==> config.mk <==
export PLATFORM = sky130hd
export DESIGN_NAME = shift_sequencer
export DESIGN_NICKNAME = d
export VERILOG_FILES = /design/src/rtl/shift_pkg.sv /design/src/rtl/shift_step.sv /design/src/rtl/shift_sequencer.sv
export SDC_FILE = /design/constraint.sdc
export NUM_CORES = 1
export LEC_CHECK = 0
export CORE_UTILIZATION = 45
export CTS_CLUSTER_DIAMETER = 150
export DETAILED_ROUTE_END_ITERATION = 6
export HOLD_SLACK_MARGIN = 0.12
export PLACE_DENSITY = 0.77
export SYNTH_ARGS = -nofsm -noshare
export SYNTH_HDL_FRONTEND = slang
export SYNTH_SLANG_ARGS = --single-unit
==> constraint.sdc <==
create_clock -name clk -period 1.65 [get_ports clk]
set_clock_uncertainty 0.2 [all_clocks]
set_input_delay 0.33 -clock clk [delete_from_list [all_inputs] [get_ports clk]]
set_output_delay 0.33 -clock clk [all_outputs]
set_load 0.05 [all_outputs]
==> src/rtl/shift_pkg.sv <==
// Shared types for the shift sequencer.
//   shift_op_e  : shift operation encoding carried on req_op
//   seq_state_e : sequencer FSM states
package shift_pkg;

  typedef enum logic [1:0] {
    LSL = 2'b00,
    LSR = 2'b01,
    ASL = 2'b10,
    ASR = 2'b11
  } shift_op_e;

  typedef enum logic [1:0] {
    IDLE  = 2'd0,
    SHIFT = 2'd1,
    DONE  = 2'd2
  } seq_state_e;

endpackage

==> src/rtl/shift_step.sv <==
// Combinational one-bit shifter: applies a single step of the selected
// operation and reports the bit that fell off the end.
// Ports:
//   data_in   in  WIDTH  operand
//   op        in  2      shift_op_e operation
//   data_out  out WIDTH  operand shifted by one position
//   carry_out out 1      bit shifted out
module shift_step
  import shift_pkg::*;
#(
  parameter int WIDTH = 8
) (
  input  logic [WIDTH-1:0] data_in,
  input  shift_op_e        op,
  output logic [WIDTH-1:0] data_out,
  output logic             carry_out
);

  always_comb begin
    data_out  = {data_in[WIDTH-2:0], 1'b0};
    carry_out = data_in[WIDTH-1];
    case (op)
      LSL, ASL: begin
        // Arithmetic left shift is bit-identical to logical left shift.
        data_out  = {data_in[WIDTH-2:0], 1'b0};
        carry_out = data_in[WIDTH-1];
      end
      LSR: begin
        data_out  = {1'b0, data_in[WIDTH-1:1]};
        carry_out = data_in[0];
      end
      ASR: begin
        // Sign bit is replicated into the vacated MSB.
        data_out  = {data_in[WIDTH-1], data_in[WIDTH-1:1]};
        carry_out = data_in[0];
      end
      default: begin
        data_out  = {data_in[WIDTH-2:0], 1'b0};
        carry_out = data_in[WIDTH-1];
      end
    endcase
  end

endmodule

==> src/rtl/shift_sequencer.sv <==
// Multi-cycle shift controller. Accepts (data, op, amount) on a valid/ready
// request port, applies one single-bit shift step per clock `amount` times,
// then presents the result and the last bit shifted out on a valid/ready
// response port.
// Ports:
//   clk        in  1      clock, rising edge
//   rst_n      in  1      synchronous active-low reset
//   flush      in  1      synchronous abort of any in-flight/undelivered op
//   req_valid  in  1      request present
//   req_ready  out 1      high in IDLE
//   req_data   in  WIDTH  operand
//   req_op     in  2      00 LSL, 01 LSR, 10 ASL, 11 ASR
//   req_amt    in  AMT_W  number of one-bit steps (not clamped)
//   rsp_valid  out 1      result present (DONE)
//   rsp_ready  in  1      consumer takes result
//   rsp_data   out WIDTH  shifted result
//   rsp_carry  out 1      last bit shifted out (0 when amount is 0)
//   busy       out 1      state != IDLE
module shift_sequencer
  import shift_pkg::*;
#(
  parameter int WIDTH = 8,
  parameter int AMT_W = $clog2(WIDTH) + 1
) (
  input  logic             clk,
  input  logic             rst_n,
  input  logic             flush,
  input  logic             req_valid,
  output logic             req_ready,
  input  logic [WIDTH-1:0] req_data,
  input  logic [1:0]       req_op,
  input  logic [AMT_W-1:0] req_amt,
  output logic             rsp_valid,
  input  logic             rsp_ready,
  output logic [WIDTH-1:0] rsp_data,
  output logic             rsp_carry,
  output logic             busy
);

  localparam logic [AMT_W-1:0] CNT_ONE = AMT_W'(1);

  seq_state_e       state_q, state_d;
  logic [WIDTH-1:0] acc_q, acc_d;
  shift_op_e        op_q, op_d;
  logic [AMT_W-1:0] cnt_q, cnt_d;
  logic             carry_q, carry_d;

  logic [WIDTH-1:0] step_data;
  logic             step_carry;

  shift_step #(.WIDTH(WIDTH)) u_step (
    .data_in   (acc_q),
    .op        (op_q),
    .data_out  (step_data),
    .carry_out (step_carry)
  );

  always_comb begin
    state_d = state_q;
    acc_d   = acc_q;
    op_d    = op_q;
    cnt_d   = cnt_q;
    carry_d = carry_q;

    // Flush wins over everything in the FSM, including a request offered
    // in the same cycle, so the datapath registers are left untouched.
    if (flush) begin
      state_d = IDLE;
    end else begin
      case (state_q)
        IDLE: begin
          if (req_valid) begin
            acc_d   = req_data;
            op_d    = shift_op_e'(req_op);
            cnt_d   = req_amt;
            carry_d = 1'b0;
            state_d = (req_amt == '0) ? DONE : SHIFT;
          end
        end
        SHIFT: begin
          acc_d   = step_data;
          carry_d = step_carry;
          cnt_d   = cnt_q - CNT_ONE;
          if (cnt_q == CNT_ONE) begin
            state_d = DONE;
          end
        end
        DONE: begin
          if (rsp_ready) begin
            state_d = IDLE;
          end
        end
        default: state_d = IDLE;
      endcase
    end
  end

  always_ff @(posedge clk) begin
    if (!rst_n) begin
      state_q <= IDLE;
      acc_q   <= '0;
      op_q    <= LSL;
      cnt_q   <= '0;
      carry_q <= 1'b0;
    end else begin
      state_q <= state_d;
      acc_q   <= acc_d;
      op_q    <= op_d;
      cnt_q   <= cnt_d;
      carry_q <= carry_d;
    end
  end

  // All outputs come from registers only. Result fields are masked outside
  // DONE so a stale or aborted accumulator never leaks onto the port.
  assign req_ready = (state_q == IDLE);
  assign busy      = (state_q != IDLE);
  assign rsp_valid = (state_q == DONE);
  assign rsp_data  = (state_q == DONE) ? acc_q : '0;
  assign rsp_carry = (state_q == DONE) ? carry_q : 1'b0;

endmodule

==> summary.txt <==
CTS
  • Num CTS Buffers: 3
  • Clk slew on worst S/H paths: 110 ps
  • Clk Latency, worst-skew pair: 290 ps
  • Root Driver: clkbuf_4
  • Clk buf depth: 2
  • CTS tree: built
  • Clk sinks: 17
  • H-tree levels: 1

Pwr
  • Total power: 0.942 mW
  • Seq pwr share: 48.9%
  • Internal power: 0.663 mW
  • Max VDD drop: 0.482 mV
  • Switch share: 29.7%
  • Clk network pwr share: 24.1%
  • Pwr Density: 556 nW/um2
  • Net Switching: 0.279 mW
  • Comb pwr share: 27.1%
  • Reported leakage power: 0.646 nW

Global routing
  • Initial antenna violation count: 0
  • GRT Residual Overflow: 0
  • First-pass GRT wire length: 4.43 mm
  • Overall routing resource usage: 23.1%
  • Largest net degree at the start of global routing: 12
  • Via count of the first global-routing pass: 960

Finish
  • Synth-to-layout area growth: 63.8%
  • Total Nets Final: 189
  • Layout fillers: 125
  • ANT cells: 0
  • Layout cell share with drive strength beyond 1: 34.1%
  • Register area: 345 um2
  • Multi-input logic area: 679 um2

Synth
  • Post-synth cell types: 34
  • Number of synthesized flops with an enable pin: 0
  • Syn Nets: 145
  • Synth Area per Inst: 8.33 um2
  • Post-synthesis register bit count: 17
  • Syn. warnings: 0
  • Post-synth ARST share: 0%
  • Seq/Total Area, Yosys: 32.9%
  • Synth Cell Area: 1030 um2
  • Mapped Cells: 124
  • Top_reg_cell synth: dfxtp_1

Routing
  • DRT Wirelength: 2.79 mm
  • Drt initial violations: 20
  • DR vias: 1060
  • Wire per inst: 14.4 um
  • Final ANT Viol Nets: 0
  • # DRC: 0
  • Drt via density: 5.46
  • Initial DRT Pass Iterations: 4

Run status
  • Failing checks: negative setup slack
  • Status: finished with violations

Critical path
  • Origin of the critical flop-to-flop path: state_q[0]
  • CP top delay family: flip-flops
  • Worst path slowest cell: dfxtp_4
  • Worst path cell trace: nor2b_4 > buf_12 > and2_4 > buf_12
  • WP buf/inv: 2
  • CP Capture Type: output pin
  • Crit-path max FO: 10
  • Worst Setup Path Type: register to output pin
  • Data required, critical path: 1120 ps
  • Crit path DAT: 1220 ps
  • Most used cell, CP: buf_12
  • Setup crit start: state_q[0]
  • Critical Path Start Type: register
  • Highest cell delay on the worst timing path: 370 ps

Min path
  • Class of the tightest hold or removal check: register to register
  • Min-delay src: acc_q[4]

Floorplan
  • Die W: 49.9 um
  • Initial Util: 50.1%
  • Top Ports: 31
  • Die ar.: 2490 um2
  • Site row count: 16
  • Die H: 49.9 um
  • Placeable Area: 2060 um2

STA
  • Hold slack: 300 ps
  • Final Cycle Share: 106%
  • Worst-margin pin slew: 527 ps
  • Fin crit period: 1750 ps
  • RSZ-0062 raised after global routing: true
  • FMAX: 573 MHz
  • Final Hold Fails: 0
  • Setup TNS Final: -888 ps
  • Final WS setup: -95.4 ps
  • Slew Viols, Final: 0
  • Relative slew slack: 64.8%
  • Finish-stage setup viols: 11

Placement
  • # port buffers: 30
  • Post-DP HPWL: 2.04 mm
  • Routability cong.: 0.818

Flow run
  • Max cap viols: 0
==> through the flow <==
stage	setup WS (ps)	cell area, um2	cells	utilization (%)
3_5_place_dp	-393	1580	186	76.8
3_3_place_gp	-301	1580	186	76.8
4_1_cts	-92.9	1650	191	80.1
5_1_grt	-141	1690	194	82.1
2_1_floorplan	-38.3	1080	124	-
6_report	-95.4	1690	194	82.1
==> final cells by class <==
type | count | share of cell area [%]
multi-input combinational | 94 | 40.1
clock buffer | 3 | 1.33
tap | 27 | 2.00
timing repair buffer | 48 | 34.7
inverter | 4 | 1.18
clock inverter | 1 | 0.296
sequential | 17 | 20.4
==> cell usage after synthesis, drive strengths merged, types with 3 or more instances <==
cell type	count	share of area, %
a21oi	13	6.3
nor2	10	3.6
and2	9	5.4
buf	7	5.2
mux2i	10	9.7
dfxtp	17	33
a311oi	3	2.5
nand2	15	5.4
inv	3	1.1
o21ai	3	1.5
a211oi	4	2.9
nor2b	3	1.8
o211ai	6	4.4
==> tightest hold or removal path: cells and delay by family, from the launching register on <==
kind / cells / cell delay (ps)
AO/OA/AOI/OAI: 1 / 50
flip-flops: 1 / 350
AND/OR/NAND/NOR: 1 / 60
==> final timing paths <==
path	end	slack, ps	cells after the start
hold reg to reg	acc_q[4]	300	2
setup reg to reg	op_q[1]	40	6
setup / recovery	rsp_data[6]	-100	4
hold / removal	acc_q[4]	300	2
==> registers in the layout, summed over array words and instances (netlist names) <==
name and cells:
carry_q 1, op_q 2, cnt_q 4, state_q 2
acc_q 8
==> repair_timing <==
item                       4_1_cts  5_1_grt
hold endpoints to repair         0        0
setup endpoints to repair       15       21
hold buffers                     0        0
setup buffers                    1        3
pin swaps                        3        1
resized for setup               12        7
==> logic make-up (layout without fill, tap and decap cells) <==
kind of cell | count (synthesis) | in the layout | share of synthesized area (%)
buf+inv | 13 | 56 | 7.38
mux | 11 | 11 | 10.8
compound gates | 31 | 31 | 19.1
fa+ha+maj | 2 | 2 | 2.42
flops | 17 | 17 | 32.9
simple gates | 50 | 50 | 27.4
==> power groups by stage <==
stage	Combinational (mW)	Clock [mW]	Sequential (mW)
finish	0.255	0.227	0.460
global route	0.275	0.245	0.465
global placement	0.232	0	0.468
detailed placement	0.240	0	0.469
CTS	0.243	0.227	0.460
floorplan	0.134	0	0.459
==> placed cells by master (no fill, tap or decap), types with 2 or more instances in the layout <==
cell type | synthesis | final
nor2b_1 | 3 | 2
a211oi_1 | 4 | 4
o21ai_0 | 3 | 2
mux2i_1 | 10 | 10
clkbuf_4 | 0 | 3
buf_4 | 0 | 14
inv_1 | 2 | 2
nand2_1 | 15 | 15
and2_4 | 0 | 9
a311oi_1 | 3 | 2
o211ai_1 | 6 | 6
clkdlybuf4s50_1 | 0 | 14
dfxtp_1 | 17 | 15
buf_12 | 0 | 14
nor2_1 | 10 | 9
dlygate4sd2_1 | 0 | 4
a21oi_1 | 13 | 13
ha_1 | 2 | 2
==> routing by layer <==
layer	track usage (%)	up-vias	share of wire (%)
met5	0	-	0
li1	-	525	-
met4	5.71	0	0.90
met1	30.5	504	46
met2	39.2	29	50
met3	3.09	2	3.4
No activity file was read; power rests on OpenSTA's default activity.
